File: src/rtl/rf_wb_scoreboard.sv
// Issue-side register scoreboard plus round-robin arbiter sharing the
// register file write port between ALU (A) and load unit (B) writebacks.
module rf_wb_scoreboard #(
    parameter int p_WORD_LEN      = 16,
    parameter int p_REG_ADDR_LEN  = 3,
    parameter int p_REG_FILE_SIZE = 8,
    parameter int p_CNT_LEN       = 4
) (
    input  logic                       i_clk,
    input  logic                       i_rst,
    input  logic                       i_iss_valid,
    input  logic [p_REG_ADDR_LEN-1:0]  i_iss_src1,
    input  logic [p_REG_ADDR_LEN-1:0]  i_iss_src2,
    input  logic [p_REG_ADDR_LEN-1:0]  i_iss_tgt,
    input  logic                       i_iss_tgt_we,
    output logic                       o_iss_ready,
    input  logic                       i_wba_valid,
    input  logic [p_REG_ADDR_LEN-1:0]  i_wba_tgt,
    input  logic [p_WORD_LEN-1:0]      i_wba_data,
    output logic                       o_wba_ready,
    input  logic                       i_wbb_valid,
    input  logic [p_REG_ADDR_LEN-1:0]  i_wbb_tgt,
    input  logic [p_WORD_LEN-1:0]      i_wbb_data,
    output logic                       o_wbb_ready,
    output logic [p_REG_ADDR_LEN-1:0]  o_rf_tgt,
    output logic [p_WORD_LEN-1:0]      o_rf_data,
    output logic                       o_rf_wr_en,
    output logic [p_REG_FILE_SIZE-1:0] o_busy,
    output logic [p_CNT_LEN-1:0]       o_outstanding,
    output logic                       o_err
);

    logic [p_REG_FILE_SIZE-1:0] r_busy;
    logic [p_CNT_LEN-1:0]       r_cnt;
    logic                       r_err;
    logic                       r_ptr;      // 0: A has priority, 1: B

    logic                       w_gnt_a;
    logic                       w_gnt_b;
    logic                       w_gnt;
    logic                       w_fire;
    logic                       w_set;
    logic                       w_clr;
    logic                       w_clr_legal;
    logic                       w_clr_bad;
    logic                       w_set_eff;
    logic [p_REG_FILE_SIZE-1:0] w_set_mask;
    logic [p_REG_FILE_SIZE-1:0] w_clr_mask;
    logic [p_REG_ADDR_LEN-1:0]  w_gnt_tgt;
    logic [p_WORD_LEN-1:0]      w_gnt_data;

    // busy[0] is never set, so r0 sources/targets never hazard
    assign o_iss_ready = !i_rst && !r_busy[i_iss_src1] && !r_busy[i_iss_src2]
                         && !(i_iss_tgt_we && r_busy[i_iss_tgt]);

    assign w_gnt_a = !i_rst && i_wba_valid && (!i_wbb_valid || !r_ptr);
    assign w_gnt_b = !i_rst && i_wbb_valid && (!i_wba_valid || r_ptr);
    assign w_gnt   = w_gnt_a || w_gnt_b;

    always_comb begin
        w_gnt_tgt  = '0;
        w_gnt_data = '0;
        if (w_gnt_a) begin
            w_gnt_tgt  = i_wba_tgt;
            w_gnt_data = i_wba_data;
        end else if (w_gnt_b) begin
            w_gnt_tgt  = i_wbb_tgt;
            w_gnt_data = i_wbb_data;
        end
    end

    assign o_wba_ready = w_gnt_a;
    assign o_wbb_ready = w_gnt_b;
    assign o_rf_tgt    = w_gnt_tgt;
    assign o_rf_data   = w_gnt_data;
    assign o_rf_wr_en  = w_gnt && (w_gnt_tgt != '0);

    assign w_fire      = i_iss_valid && o_iss_ready;
    assign w_set       = w_fire && i_iss_tgt_we && (i_iss_tgt != '0);
    assign w_clr       = o_rf_wr_en;
    assign w_clr_legal = w_clr && r_busy[w_gnt_tgt];
    assign w_clr_bad   = w_clr && !r_busy[w_gnt_tgt];
    // A clear of the register being issued overrides the set
    assign w_set_eff   = w_set && !(w_clr && (w_gnt_tgt == i_iss_tgt));
    assign w_set_mask  = w_set_eff ? (p_REG_FILE_SIZE'(1) << i_iss_tgt) : '0;
    assign w_clr_mask  = w_clr ? (p_REG_FILE_SIZE'(1) << w_gnt_tgt) : '0;

    always_ff @(posedge i_clk or posedge i_rst) begin
        if (i_rst) begin
            r_busy <= '0;
            r_cnt  <= '0;
            r_err  <= 1'b0;
            r_ptr  <= 1'b0;
        end else begin
            r_busy <= (r_busy | w_set_mask) & ~w_clr_mask;
            r_cnt  <= r_cnt + p_CNT_LEN'(w_set_eff) - p_CNT_LEN'(w_clr_legal);
            if (w_clr_bad)
                r_err <= 1'b1;
            if (i_wba_valid && i_wbb_valid)
                r_ptr <= ~r_ptr;
        end
    end

    assign o_busy        = r_busy;
    assign o_outstanding = r_cnt;
    assign o_err         = r_err;

endmodule

File: config.mk
export PLATFORM = sky130hd
export DESIGN_NAME = rf_wb_scoreboard
export DESIGN_NICKNAME = d
export VERILOG_FILES = /design/src/rtl/rf_wb_scoreboard.sv
export SDC_FILE = /design/constraint.sdc
export NUM_CORES = 1
export LEC_CHECK = 0
export CORE_UTILIZATION = 39
export CTS_CLUSTER_DIAMETER = 120
export DETAILED_ROUTE_END_ITERATION = 12
export PLACE_DENSITY = 0.86
export SLEW_MARGIN = 10
export SYNTH_ARGS = -nofsm -noshare
export SYNTH_HDL_FRONTEND = slang
export SYNTH_SLANG_ARGS = --single-unit
File: constraint.sdc
create_clock -name i_clk -period 6.6 [get_ports i_clk]
set_clock_uncertainty 0.15 [all_clocks]
set_input_delay 0.99 -clock i_clk [delete_from_list [all_inputs] [get_ports i_clk]]
set_output_delay 0.99 -clock i_clk [all_outputs]
set_load 0.005 [all_outputs]
== After elaboration in Yosys (flattened, before gate mapping) ==
Index checks and enable logic that the tools add are counted.
Word-level totals
  output and inout port bits: 36
  input port bits: 53
  logic and storage cells: 62
  flip-flop bits (word level): 14
Operators by class
  reductions and logical operators: 31
  shift-type cells: 2
  add/subtract/negate cells: 2
  bitwise gates (word level): 4
  muxes and demuxes: 14
  order comparisons: 4
  eq/ne operators: 1
Operator list (number)
  $mux W16: 2
  $logic_and A1 B1 Y1: 17
  $lt A3 B4 Y1 const B: 4
  $mux W8: 2
  $shl A1 B3 Y8 const A: 2
  $bmux W1 S3: 4
  $logic_not A1 Y1: 9
  $and A8 B8 Y8: 1
  $not A8 Y8: 1
  $or A8 B8 Y8: 1
  $mux W3: 2
  $reduce_bool A3 Y1: 2
  $add A4 B1 Y4: 1
  $mux W1: 4
  $sub A4 B1 Y4: 1
  $eq A3 B3 Y1: 1
  $logic_or A1 B1 Y1: 3
  $not A1 Y1: 1

== Depth between registers and ports, before layout ==
  word-level depth: 13
  gate-level depth with buffers: 13
  mapped depth without buffers: 13

== Worst setup path before layout ==
Ideal clock, no wire load.
  path kind: input -> register
  from: input i_iss_tgt[1]
  to: register r_cnt[2] (netlist: o_outstanding[2])
  stages: 10
  data required time: 6327 ps
  buffers on the path: 1
  slack: 2827 ps
  arrival: 3500 ps
  path through: buf_2 > mux4_2 > mux2_2 > or4_1 > ha_1 > inv_1 > ha_1 > inv_1 > fa_1 > xnor2_1
On the way
  word-level cells in the longest chain between the ends: 11
  elaborated cells between the ends (all ways): 15
Ends and longest elaborated chain
  start, declared: RTL line 14  | input logic [p_REG_ADDR_LEN-1:0] i_iss_tgt,
  $bmux W1 S3: RTL line 54  | && !(i_iss_tgt_we && r_busy[i_iss_tgt]);
  $mux W1 (implied by the code): RTL line 54
  $logic_and A1 B1 Y1: RTL line 54
  $logic_not A1 Y1: RTL line 54
  $logic_and A1 B1 Y1: RTL line 54
  $logic_and A1 B1 Y1: RTL line 78  | assign w_fire = i_iss_valid && o_iss_ready;
  $logic_and A1 B1 Y1 (2 in a row): RTL line 79  | assign w_set = w_fire && i_iss_tgt_we && (i_iss_tgt != '0);
  $logic_and A1 B1 Y1 *: RTL line 84  | assign w_set_eff = w_set && !(w_clr && (w_gnt_tgt == i_iss_tgt));
  $add A4 B1 Y4 *: RTL line 96  | r_cnt <= r_cnt + p_CNT_LEN'(w_set_eff) - p_CNT_LEN'(w_clr_legal);
  $sub A4 B1 Y4 *: RTL line 96
  end signal, assigned: RTL line 96
  end, declared: RTL line 34  | logic [p_CNT_LEN-1:0] r_cnt;
Every way passes the cells marked *; elsewhere a longest branch is shown, timed or not. The select of a mux whose other input is x is not followed.
A chain may end at the register's enable or synchronous reset.

== Final worst setup path ==
  from: input i_rst
  to: output o_rf_wr_en
On the way
  word-level cells in the longest chain between the ends: 7
  elaborated cells between the ends (all ways): 10
Ends and longest elaborated chain
  start, declared: RTL line 10  | input logic i_rst,
  $logic_not A1 Y1 (no line) *
  $logic_and A1 B1 Y1 (2 in a row): RTL line 57  | assign w_gnt_b = !i_rst && i_wbb_valid && (!i_wba_valid || r_ptr);
  $mux W3: RTL line 66  | end else if (w_gnt_b) begin
  $mux W3: RTL line 63  | if (w_gnt_a) begin
  $reduce_bool A3 Y1: RTL line 76  | assign o_rf_wr_en = w_gnt && (w_gnt_tgt != '0);
  $logic_and A1 B1 Y1 *: RTL line 76
  end, declared: RTL line 27  | output logic o_rf_wr_en,
Every way passes the cells marked *; elsewhere a longest branch is shown, timed or not.

==> metrics.txt <==
CP endpoint kind=output pin; Die ar.=3740 µm²; setup TNS=0 ps; Hold Vio Cnt, Final=0; layout cells sized above 1=10.9%; CTS resizes=0; Util after Layout=slightly below 70%; Synth area leaders=dfrtp_1, a22o_1, mux4_2; Worst EP required=5460 ps; number of cells on the critical path=7; most used flip-flop cell after synthesis=dfrtp_1; RD Place Congestion=0.842; relative slew slack=54.1%; combinational family with the most area after synthesis=compound AO/OA/AOI/OAI gates; via count=1446; Syn Nets=196; Final Non-Filler Cells=about 270; core area=approximately 3300 µm²; critical path's top delay family=buffers and inverters; crit path cell chain=clkdlybuf4s50_1 > inv_1 > nand2_1 > inv_1 > nor2_1 > nand2_1 > clkdlybuf4s50_1; post-synthesis mux area share=15.7%; Least-Margin Pin Slew=688 ps; Synth Area in Compound Gates=between 20% and 30%; Data arrival, critical path=about 3300 ps; post-synth top area share=25.7%; vias in the first global route=1324; clock net sink count=14; Via density=5.42; Crit Path Category=input pin to output pin; post-route ant nets=0; I/O pin count=89; initial antenna violation count=0; cell count after synthesis=138; post-synthesis adder-cell area fraction=under 10%; DRT Pass-1 Iters=4; Post CTS Setup Buffer Count=0; first-pass GRT wire length=6450 µm; r2r setup slk=~3200 ps; clock tree from TritonCTS=yes; Max Root-Sink Buffers=2; DIE WIDTH=61.1 µm; sequential element share of the synthesized area=25.7%; CTS clk-pin slew, worst paths=around 80 ps; largest net degree at the start of global routing=21; Hold WC Path Type=flip-flop to flip-flop; mean post-synth cell area=9.88 µm²; Starting Density=around two fifths; PortBufs=between 80 and 90; worst setup path endpoint=o_rf_wr_en; RR Startpoint=r_ptr; Post-Syn Area=roughly 1400 µm²; drt total wl=about 4300 µm; dpl cells=263; die height=61.1 µm; R2R Path End=o_outstanding[2]; DP HPWL=3400 µm; FF+latch count, synth=14; crit start category=input pin; Pins Over Slew Limit=0; Critical Path Source=i_rst; async set-or-reset flop fraction in the synthesized netlist=between 90% and 100%; Std-Cell Rows=21; Leakage=0.936 nW; # H-tree levels=1; Synth Area in XOR/XNOR=4.40%; crit-path max FO=20; Final Critical Period=4410 ps; Distinct cells, synth=a little under 50; DRC=0; hold_buf cts=0; Nets=280; number of synthesized flops with an enable pin=0; area leader, netlist=dfrtp_1; slowest CP cell=inv_1; ANT cells=0; Worst VDD drop=0.000219 V; status=completed; Syn-to-layout area delta=68.9%; power per cell area=235 nW/µm²; number of DRC markers in iteration 0=101; global route overflow=0; maxcap violations=0; unrepaired setup endpoints after global routing=no; CP bufs+invs=4; WL/cell=between 15 and 20 µm; Achievable Freq=about 0.23 GHz; Num CTS Buffers=3; R2R cell count=12; largest stage delay on the critical path=~540 ps; Tot GR Track Use=23.4%; clk_lat worst skew=~280 ps; setup violators final=0; YS warnings=0; Simple-Gate Fraction of Synth Area=14.2%; CTS root buffer=clkbuf_4; Final Cycle Share=66.8%
layout make-up:
class / count / area, µm²
Fill cell: 281 / 1030
Timing Repair Buffer: 88 / 881
Clock buffer: 4 / 36.3
Multi-Input combinational cell: 104 / 937
Inverter: 11 / 41.3
Tap cell: 46 / 57.6
Sequential cell: 14 / 350
cell usage in the layout (no fill, tap or decap), types with 2 or more instances in the layout:
master / count
clkdlybuf4s50_1: 88
a22o_1: 16
dfrtp_1: 14
inv_1: 10
mux2i_1: 9
a21oi_1: 9
nand2_1: 7
mux4_2: 5
a31oi_1: 5
nor2_1: 4
xnor2_1: 4
ha_1: 4
nand3_1: 3
clkbuf_4: 3
and2_2: 2
a22oi_1: 2
or2_1: 2
nor3_1: 2
a41oi_1: 2
through the flow:
| stage | setup slack [ps] | hold WS, ps | area [µm²] | total power, W |
|---|---|---|---|---|
| floorplan | 2830 | 310 | 1360 | 0.000321 |
| global placement | 2150 | 331 | 2270 | 0.000471 |
| detailed placement | 2080 | 335 | 2270 | 0.000481 |
| CTS | 2170 | 360 | 2300 | 0.000546 |
| global route | 1970 | 387 | 2300 | 0.000586 |
| finish | 2190 | 357 | 2300 | 0.000542 |
registers in the layout (all words and copies together) (netlist names):
name           count
o_busy             8
r_ptr              1
o_outstanding      4
o_err              1
worst min-delay path by stage:
stage / cells past startpoint / endpoint / start
after CTS: 1 / o_err / o_err
after floorplan: 1 / o_err / o_err
after detailed placement: 1 / o_err / o_err
final: 1 / o_err / o_err
after global routing: 0 / o_busy[0] / o_busy[0]
after global placement: 0 / o_busy[0] / o_busy[0]
cell usage after synthesis, types with 2 or more instances:
master	count
a22o_1	16
dfrtp_1	14
inv_1	10
a21oi_1	9
mux2i_1	9
clkbuf_1	7
nand2_1	7
a31oi_1	5
mux4_2	5
ha_1	4
nor2_1	4
xnor2_1	4
nand3_1	3
a22oi_1	2
a41oi_1	2
and2_2	2
nor3_1	2
or2_1	2
worst reg2reg max path, delay by kind of cell (launching register included):
| family | cells | cell delay (ps) |
|---|---|---|
| AOI/OAI and AO/OA | 2 | 680 |
| xor gates and xnor gates | 1 | 140 |
| adders and majority gates | 3 | 820 |
| buffers and inverters | 2 | 120 |
| DFF | 1 | 440 |
| and+or+nand+nor | 4 | 1000 |
kinds of logic (layout without fill, tap and decap cells):
logic type      Yosys count  count (layout)
fa+ha+maj                 5               5
simple gates             32              32
flops                    14              14
buf+inv                  20             103
xor+xnor                  6               6
compound gates           46              46
mux                      15              15
metal layers:
metal / global-route usage, % / vias to the layer above / part of all wire (%)
li1: - / 699 / -
met1: 35.0 / 684 / 44
met2: 35.7 / 61 / 50
met3: 4.41 / 2 / 5.4
met4: 3.57 / 0 / 0.35
met5: 0 / - / 0
where the power goes:
part	internal [W]	leakage [nW]	switching, W
Combinational	0.000196	0.741	0.000122
Sequential	0.000117	0.173	0.0000449
Clock	0.0000336	0.0210	0.0000290
Total	0.000346	0.936	0.000196
Power figures use the tool's default switching activity.
